===== src/rtl/instruction_fetch_unit.sv =====
// rtl/instruction_fetch_unit.sv - fetch stage with one outstanding imem request, skid buffer and IF/ID register
// Redirects squash IF/ID and the skid; an in-flight response after a redirect is drained.
module instruction_fetch_unit #(
  parameter logic [31:0] RESET_PC = 32'h0000_0000
) (
  input  logic        clk,
  input  logic        rst,
  output logic        imem_req_valid,
  input  logic        imem_req_ready,
  output logic [31:0] imem_addr,
  input  logic        imem_rsp_valid,
  input  logic [31:0] imem_rsp_data,
  input  logic        redirect_valid,
  input  logic [31:0] redirect_pc,
  input  logic        stall,
  output logic        if_id_valid,
  output logic [31:0] if_id_pc,
  output logic [31:0] if_id_instr
);

  localparam logic [31:0] NOP = 32'h0000_0013;

  typedef enum logic [1:0] {
    S_REQ   = 2'd0,
    S_WAIT  = 2'd1,
    S_DRAIN = 2'd2
  } state_e;

  state_e      state_q, state_d;
  logic [31:0] pc_q, pc_d;
  logic [31:0] req_pc_q, req_pc_d;
  logic        skid_full_q, skid_full_d;
  logic [31:0] skid_pc_q, skid_pc_d;
  logic [31:0] skid_instr_q, skid_instr_d;
  logic        if_id_valid_q, if_id_valid_d;
  logic [31:0] if_id_pc_q, if_id_pc_d;
  logic [31:0] if_id_instr_q, if_id_instr_d;

  logic        req_hs;
  logic        deliver;
  logic        in_flight;

  assign imem_req_valid = !rst && (state_q == S_REQ) && !skid_full_q;
  assign imem_addr      = pc_q;
  assign req_hs         = imem_req_valid && imem_req_ready;
  assign deliver        = (state_q == S_WAIT) && imem_rsp_valid && !redirect_valid;
  // A DRAIN still waiting on its stale word counts as in flight too.
  assign in_flight      = req_hs
                       || ((state_q == S_WAIT)  && !imem_rsp_valid)
                       || ((state_q == S_DRAIN) && !imem_rsp_valid);

  assign if_id_valid = if_id_valid_q;
  assign if_id_pc    = if_id_pc_q;
  assign if_id_instr = if_id_instr_q;

  always_comb begin
    state_d = state_q;
    pc_d    = pc_q;
    req_pc_d = req_pc_q;
    case (state_q)
      S_REQ: begin
        if (req_hs) begin
          req_pc_d = pc_q;
          pc_d     = pc_q + 32'd4;
          state_d  = S_WAIT;
        end
      end
      S_WAIT: begin
        if (imem_rsp_valid) state_d = S_REQ;
      end
      S_DRAIN: begin
        if (imem_rsp_valid) state_d = S_REQ;
      end
      default: state_d = S_REQ;
    endcase
    if (redirect_valid) begin
      pc_d    = {redirect_pc[31:2], 2'b00};
      state_d = in_flight ? S_DRAIN : S_REQ;
    end
  end

  always_comb begin
    skid_full_d   = skid_full_q;
    skid_pc_d     = skid_pc_q;
    skid_instr_d  = skid_instr_q;
    if_id_valid_d = if_id_valid_q;
    if_id_pc_d    = if_id_pc_q;
    if_id_instr_d = if_id_instr_q;
    if (redirect_valid) begin
      if_id_valid_d = 1'b0;
      skid_full_d   = 1'b0;
    end else if (!stall) begin
      if (skid_full_q) begin
        if_id_valid_d = 1'b1;
        if_id_pc_d    = skid_pc_q;
        if_id_instr_d = skid_instr_q;
        // Skid stays older than the new word, so the new word backfills it.
        if (deliver) begin
          skid_pc_d    = req_pc_q;
          skid_instr_d = imem_rsp_data;
        end else begin
          skid_full_d  = 1'b0;
        end
      end else if (deliver) begin
        if_id_valid_d = 1'b1;
        if_id_pc_d    = req_pc_q;
        if_id_instr_d = imem_rsp_data;
      end else begin
        if_id_valid_d = 1'b0;
      end
    end else if (deliver) begin
      if (if_id_valid_q) begin
        skid_full_d  = 1'b1;
        skid_pc_d    = req_pc_q;
        skid_instr_d = imem_rsp_data;
      end else begin
        if_id_valid_d = 1'b1;
        if_id_pc_d    = req_pc_q;
        if_id_instr_d = imem_rsp_data;
      end
    end
  end

  always_ff @(posedge clk or posedge rst) begin
    if (rst) begin
      state_q  <= S_REQ;
      pc_q     <= RESET_PC;
      req_pc_q <= 32'h0;
    end else begin
      state_q  <= state_d;
      pc_q     <= pc_d;
      req_pc_q <= req_pc_d;
    end
  end

  always_ff @(posedge clk or posedge rst) begin
    if (rst) begin
      skid_full_q   <= 1'b0;
      skid_pc_q     <= 32'h0;
      skid_instr_q  <= NOP;
      if_id_valid_q <= 1'b0;
      if_id_pc_q    <= 32'h0;
      if_id_instr_q <= NOP;
    end else begin
      skid_full_q   <= skid_full_d;
      skid_pc_q     <= skid_pc_d;
      skid_instr_q  <= skid_instr_d;
      if_id_valid_q <= if_id_valid_d;
      if_id_pc_q    <= if_id_pc_d;
      if_id_instr_q <= if_id_instr_d;
    end
  end

endmodule


===== config.mk =====
export PLATFORM = sky130hd
export DESIGN_NAME = instruction_fetch_unit
export DESIGN_NICKNAME = d
export VERILOG_FILES = /design/src/rtl/instruction_fetch_unit.sv
export SDC_FILE = /design/constraint.sdc
export NUM_CORES = 1
export LEC_CHECK = 0
export BUFFER_PORTS_ARGS = -buffer_cell sky130_fd_sc_hd__buf_2
export CAP_MARGIN = 20
export CORE_MARGIN = 1
export CORE_UTILIZATION = 35
export CTS_BUF_LIST = sky130_fd_sc_hd__clkbuf_8
export DETAILED_ROUTE_END_ITERATION = 10
export SYNTH_ARGS = -nofsm -noshare
export SYNTH_HDL_FRONTEND = slang
export SYNTH_SLANG_ARGS = --single-unit

===== constraint.sdc =====
create_clock -name clk -period 18.57 [get_ports clk]
set_input_delay 3.714 -clock clk [delete_from_list [all_inputs] [get_ports clk]]
set_output_delay 3.714 -clock clk [all_outputs]
set_load 0.01 [all_outputs]

=== After elaboration in Yosys (flattened, before gate mapping) ===
Index checks and enable logic that the tools add are counted.

* Memory bits (writable): 0
* Logic and storage cells: 81
* Input port bits: 70
* Bits in registers: 196
* Memories kept: 0
* Bits in read-only memories: 0
* Latch bits: 0

* Div/mod/pow operators: 0
* Shift operators: 0
* Order comparisons: 0
* Muxes and demuxes: 36
* $mul: 0
* Add/sub/neg operators: 1
* Bitwise logic cells: 1
* Equality and inequality tests: 9
* Reduce and logical (&&, ||, !) cells: 25

{| class="wikitable"
|+ Operators with widths
! operator !! number
|-
| $mux W32 || 21
|-
| $add A32 B3 Y32 const B || 1
|-
| $mux W1 || 10
|-
| $mux W2 || 4
|-
| $reduce_and A2 Y1 || 4
|-
| $reduce_and A4 Y1 || 2
|-
| $reduce_bool A2 Y1 || 4
|-
| $logic_and A1 B1 Y1 || 7
|-
| $ne A3 B2 Y1 const B || 2
|-
| $logic_not A1 Y1 || 4
|-
| $ne A2 B1 Y1 const B || 2
|-
| $pmux W2 S2 || 1
|-
| $ne A3 B1 Y1 const B || 1
|-
| $ne A3 B3 Y1 const B || 1
|-
| $eq A2 B1 Y1 const B || 1
|-
| $eq A2 B2 Y1 const B || 1
|-
| $logic_not A2 Y1 || 1
|-
| $logic_or A1 B1 Y1 || 2
|-
| $ne A2 B2 Y1 const B || 1
|-
| $reduce_or A2 Y1 || 1
|-
| $not A1 Y1 || 1
|}

=== Longest topological paths before layout ===
Gate-level depths: netlist (run 1).

* Word-level depth: 8
* Depth in mapped cells: 8
* Mapped depth without buffers: 7

=== Worst setup path after synthesis (run 1) ===
OpenSTA, ideal clock, no wires.

* Path type: input port to output port
* Start: input rst
* End: output imem_req_valid
* Required time: 14856 ps
* Arrival: 4355 ps
* Path slack: 10501 ps
* Stages: 2
* Cell sequence: or3b_2 -> inv_1

* Word-level cells in the longest chain between the ends: 3

{| class="wikitable"
|+ Ends and longest elaborated chain
! element !! RTL line !! text
|-
| start: declaration || 7 || <nowiki>input logic rst,</nowiki>
|-
| $logic_not A1 Y1 (no source line) || n/a ||
|-
| $logic_and A1 B1 Y1 (2 in series) || 43 || <nowiki>assign imem_req_valid = !rst && (state_q == S_REQ) && !skid_full_q;</nowiki>
|-
| end: declaration || 8 || <nowiki>output logic imem_req_valid,</nowiki>
|}

No other way between the ends.

=== Worst setup path after layout (run 1) ===
Same ends and word-level chain as after synthesis.

==> results.txt, run 1 <==
Antenna Nets Post-Route: 0
worst-path fanout max: 6
hpwl dp: 13400 um
Via density: 4.85
DR pass1 iterations: 5
vias: 6342
fmax: 118 MHz
Yosys reg bits: 188
Worst path slowest cell: or3b_2
worst path required time: 14.86 ns
distinct cell type count after synthesis: 41
number of synthesized flops with an enable pin: 0
Max-Cap Viols: 0
fin util: 42.6%
wire length per cell: 15.4 um
placed cell area: 0.00965 mm2
WS Path Type: in2out
Syn Inst Count: 830
CTS buffer count: 17
full die area: 0.0250 mm2
layout cells sized above 1: 34.7%
Worst-Margin Slew: 0.916 ns
biggest cell delay along the critical path: 0.50 ns
Setup crit end kind: output port
register area share after synthesis: 55.3%
total clock sinks: 188
fin area: 0.0101 mm2
hold slack: 0.503 ns
Final Max Tran Viols: 0
final WL: 20200 um
Leakage Power: 5.06 nW
Horiz. Die Dim: 158 um
RSZ-0062 raised after global routing: no
Worst-path clk slew: 0.09 ns
Avg Inst Size Synth: 10.3 um2
Max H-tree Level: 4
Synthesis Warnings: 0
Tot GR Track Use: 16.8%
CTS max path bufs: 2
critical path buffer and inverter count: 3
# port buffers: 161
worst r2r path cells: 7
most numerous cell on the critical path: buf_2
most frequent cells in the layout: nand2_1, dfrtp_1, buf_2
initial core utilization: 36.0%
Layout area overhead: 18.4%
vias in the first global route: 6103
family with the most delay on the worst path: buffers and inverters
crit path launch type: input port
leading cell type in the layout, fill and taps excluded: nand2_1
PwrDens: 109 mW/mm2
CTS tree: built
Boundary Pins: 168
HP Class: reg2reg
Worst Path Arrival: 4.77 ns
outcome: completed
TNS Setup: 0 ns
largest net degree at the start of global routing: 111
Rel. slew slack: 38.9%
Final period util: 45.7%
Fin. Hold Viols: 0
first-pass GRT wire length: 32400 um
Setup-failing EPs final: 0
worst IR drop on VDD: 0.0000451 V
grt ovf: 0
PostCTS Resize Cnt: 0
floorplan row count: 56
Main synth FF type: dfrtp_1
Hold-fix buffers, CTS: 0
root buffer cell: clkbuf_8
clock latency on the worst-skew pair: 0.46 ns
nets: 1048
worst path cell trace: buf_2, or3b_2, inv_1, buf_2
core area: 0.0237 mm2
initial antenna violation count: 2
Synth Cell Area: 0.00852 mm2
critical path depth: 4
die height: 158 um
drc violations: 0
Post CTS Setup Buffer Count: 0
final setup skew: 0.0158 ns
Min-Delay Path Depth: 2
DR iter-0 viols: 346
crit path time final: 8.49 ns
Final Wtd Congestion: 0.797
ys async rst share: 100%
## sequential cells by signal, indices dropped and copies added, names as in the netlist
signal and cells:
if_id_instr 32, if_id_pc 30, if_id_valid 1, imem_addr 30
req_pc_q 30, skid_full_q 1, skid_instr_q 32, skid_pc_q 30
state_q 2
## report_power, final
group          internal, mW  total, mW  switching [mW]
Clock                 0.131      0.280           0.149
Sequential            0.501      0.563          0.0616
Combinational         0.125      0.258           0.133
Total                 0.758       1.10           0.344
## Yosys cell counts (all sizes together) (4+ instances only)
library cell | count | share of area (%)
nand2 | 295 | 13
dfrtp | 182 | 53
mux2 | 124 | 16
clkbuf | 40 | 1.8
nor2 | 21 | 0.93
o21ai | 21 | 1.2
nand3 | 17 | 1.0
a31oi | 15 | 1.1
or4 | 14 | 1.3
o31ai | 12 | 1.1
nand4 | 11 | 0.98
inv | 10 | 0.44
buf | 8 | 0.65
a21oi | 6 | 0.35
dfstp | 6 | 1.9
xnor2 | 6 | 0.62
and4 | 5 | 0.51
xor2 | 5 | 0.51
ha | 4 | 0.59
## metal layers
metal	global-route usage [%]	vias up	wire length, um
met5	0	-	0
met4	4.90	0	195
met3	3.75	11	771
met2	25.7	127	9260
met1	23.6	3122	9970
li1	-	3082	-
## logic make-up (layout without fill, tap and decap cells)
family / Yosys count / after routing / synth area share (%)
XOR/XNOR: 11 / 11 / 1.13
multiplexers: 125 / 125 / 16.5
other: 1 / 6 / 0.0440
adder cells (fa/ha/maj): 4 / 4 / 0.587
AND/OR/NAND/NOR: 384 / 384 / 19.3
AO/OA/AOI/OAI: 59 / 59 / 4.26
flip-flops: 188 / 188 / 55.3
buffers and inverters: 58 / 212 / 2.85
## metrics by stage
step / power, mW / setup slack (ns) / cells
3_3_place_gp: 0.826 / 10.09 / 1273
2_1_floorplan: 0.712 / 9.75 / 833
4_1_cts: 1.12 / 10.10 / 1305
6_report: 1.10 / 10.08 / 1308
3_5_place_dp: 0.835 / 10.10 / 1273
5_1_grt: 1.17 / 10.02 / 1307
## cell type report
cell class,instances,area (um2)
antenna,2,5.00
clock buffer,20,275
sequential,188,4710
clock inverter,12,136
fill,2393,13600
inverter,10,45.0
multi-input combinational,587,3630
tap,319,399
timing repair buffer,170,893
## path summary, 6_finish.rpt
kind	slack, ns	end	startpoint
worst min-delay path	0.50	req_pc_q[30]	req_pc_q[30]
worst max register to register	16.03	imem_addr[31]	state_q[0]
min in group asynchronous	3.43	imem_addr[11]	rst
max in group asynchronous	13.98	if_id_instr[0]	rst
worst max-delay path	10.08	imem_req_valid	rst
worst min register to register	0.50	req_pc_q[30]	req_pc_q[30]
## tightest hold or removal path, delay by kind of cell (launching register included)
family           cells  cell delay, ns
DFF                  1            0.37
and+or+nand+nor      2            0.10
(Power assumes the default switching activity.)
==> run 2: changes to the inputs <==
==> constraint.sdc (replaced) <==
create_clock -name clk -period 7.45 [get_ports clk]
set_input_delay 1.49 -clock clk [delete_from_list [all_inputs] [get_ports clk]]
set_output_delay 1.49 -clock clk [all_outputs]
set_load 0.01 [all_outputs]
==> run 2 against run 1 <==
Wire length up 0.40%. Sequential share of layout area up 0.39 points. Highest routed layer unchanged. Clock power up 130%. Register-to-register slack worse by 11 ns. Worst hold slack better by 0.0052 ns. Clock-buffer cell count down 3. Non-clock buffer count unchanged. Cell count about the same. Critical endpoint unchanged. Global-route usage up 0.30 points. Power up 140%.
==> results.txt, run 2 (synthesis results as in run 1) <==
outcome: completed
initial core utilization: 36.0% (unchanged)
Worst-path clk slew: 0.09 ns (about the same)
R2R Path End: if_id_pc[31]
total clock sinks: 188 (unchanged)
crit path time final: 4.07 ns
Max H-tree Level: 4 (unchanged)
largest net degree at the start of global routing: 129 (+16%)
Setup crit end kind: output port
Rel. slew slack: 36.6% (-2.3 points)
worst-path fanout max: 6 (unchanged)
nets: 1048 (unchanged)
Final period util: 54.6%
core area: 0.0237 mm2 (unchanged)
DR pass1 iterations: 5 (unchanged)
Horiz. Die Dim: 158 um (unchanged)
clock latency on the worst-skew pair: 0.48 ns (+0.02 ns)
PwrDens: 268 mW/mm2 (+150%)
TNS Setup: 0 ns (unchanged)
Final Worst Setup Slack: 3.38 ns (-6.70 ns)
Hold-fix buffers, CTS: 0 (unchanged)
worst r2r src: state_q[1]
layout cells sized above 1: 34.4% (-0.20 points)
fmax: 246 MHz
WS Path Type: in2out
hold slack: 0.508 ns (+0.00517 ns)
worst path required time: 5.96 ns (-8.90 ns)
Final Max Tran Viols: 0 (unchanged)
# port buffers: 161 (unchanged)
PostCTS Resize Cnt: 0 (unchanged)
WHS Endpoint: req_pc_q[31]
crit path launch type: input port
Setup-failing EPs final: 0 (unchanged)
placed cell area: 0.00966 mm2 (about the same)
hpwl dp: 13400 um (-0.32%)
setup slack, reg-to-reg: 4.72 ns (-11.31 ns)
fin area: 0.0100 mm2 (-0.82%)
worst IR drop on VDD: 0.000105 V (+130%)
Max-Cap Viols: 0 (unchanged)
Via density: 4.86 (+0.16%)
leading cell type in the layout, fill and taps excluded: nand2_1
CTS max path bufs: 2 (unchanged)
Post-Place Setup Slack: 3.40 ns (-6.70 ns)
final WL: 20300 um (+0.40%)
DR iter-0 viols: 376 (+8.7%)
Final Wtd Congestion: 0.801 (+0.41%)
hold path startpoint: req_pc_q[31]
initial antenna violation count: 1 (-1)
Fin. Hold Viols: 0 (unchanged)
wire length per cell: 15.5 um (+0.47%)
Worst Path Arrival: 2.58 ns (-2.19 ns)
Layout area overhead: 17.5%
grt ovf: 0 (unchanged)
vias: 6347 (+0.079%)
Leakage Power: 5.02 nW (-0.80%)
Tot GR Track Use: 17.1% (+0.30 points)
floorplan row count: 56 (unchanged)
Boundary Pins: 168 (unchanged)
first-pass GRT wire length: 32800 um (+1.1%)
drc violations: 0 (unchanged)
worst r2r path cells: 6 (-1)
Min-Delay Path Depth: 2 (unchanged)
vias in the first global route: 5970 (-2.2%)
Antenna Nets Post-Route: 0 (unchanged)
most frequent cells in the layout: nand2_1, dfrtp_1, buf_2
final setup skew: 0.0214 ns (+0.00563 ns)
RSZ-0062 raised after global routing: no
fin util: 42.3% (-0.35 points)
die height: 158 um (unchanged)
root buffer cell: clkbuf_8
Worst-Margin Slew: 0.949 ns (+0.0330 ns)
Post CTS Setup Buffer Count: 0 (unchanged)
CTS buffer count: 17 (unchanged)
CTS tree: built
HP Class: reg2reg
full die area: 0.0250 mm2 (unchanged)
run 2: changes by cell type in the layout (fill, tap and decap cells not counted), sizes merged:
cell / change
clkbuf: -3
diode: -1
clkinv: -3
clkinvlp: +3
bufinv: -2
inv: +5
run 2: area by class of cell:
| class | count | area (um2) |
|---|---|---|
| timing repair buffer | 170 | 873 |
| multi-input combinational | 587 | 3630 |
| sequential | 188 | 4710 |
| inverter | 10 | 45.0 |
| tap | 319 | 399 |
| fill | 2391 | 13700 |
| clock inverter | 15 | 118 |
| antenna | 1 | 2.50 |
| clock buffer | 17 | 234 |
run 2: worst max-delay path by stage:
stage / cells past startpoint / slack, ns / from / end
6_report: 4 / 3.38 / rst / imem_req_valid
5_1_grt: 4 / 3.33 / rst / imem_req_valid
4_1_cts: 4 / 3.39 / rst / imem_req_valid
3_3_place_gp: 4 / 3.40 / rst / imem_req_valid
2_1_floorplan: 1 / 0.86 / rst / if_id_instr[10]
3_5_place_dp: 4 / 3.40 / rst / imem_req_valid
run 2: stage by stage:
step	instances	total power, mW
after floorplan	833	1.77
after global placement	1274	2.06
after detailed placement	1274	2.08
after CTS	1306	2.72
after global routing	1307	2.86
final	1307	2.68
run 2: power by group:
group | internal, mW | switching [mW]
Sequential | 1.25 | 0.155
Clock | 0.236 | 0.399
Combinational | 0.310 | 0.330
Total | 1.80 | 0.883
run 2: worst max-delay path: stages:
cell and delay, ns:
buf_2 0.16, or3b_2 0.50, inv_1 0.24, buf_2 0.19
run 2: routing by layer:
layer	up-vias	routed length [um]	track usage [%]
met2	133	9180	25.7
li1	3085	-	-
met4	0	214	4.76
met1	3115	10100	24.7
met3	14	747	3.56
met5	-	0	0
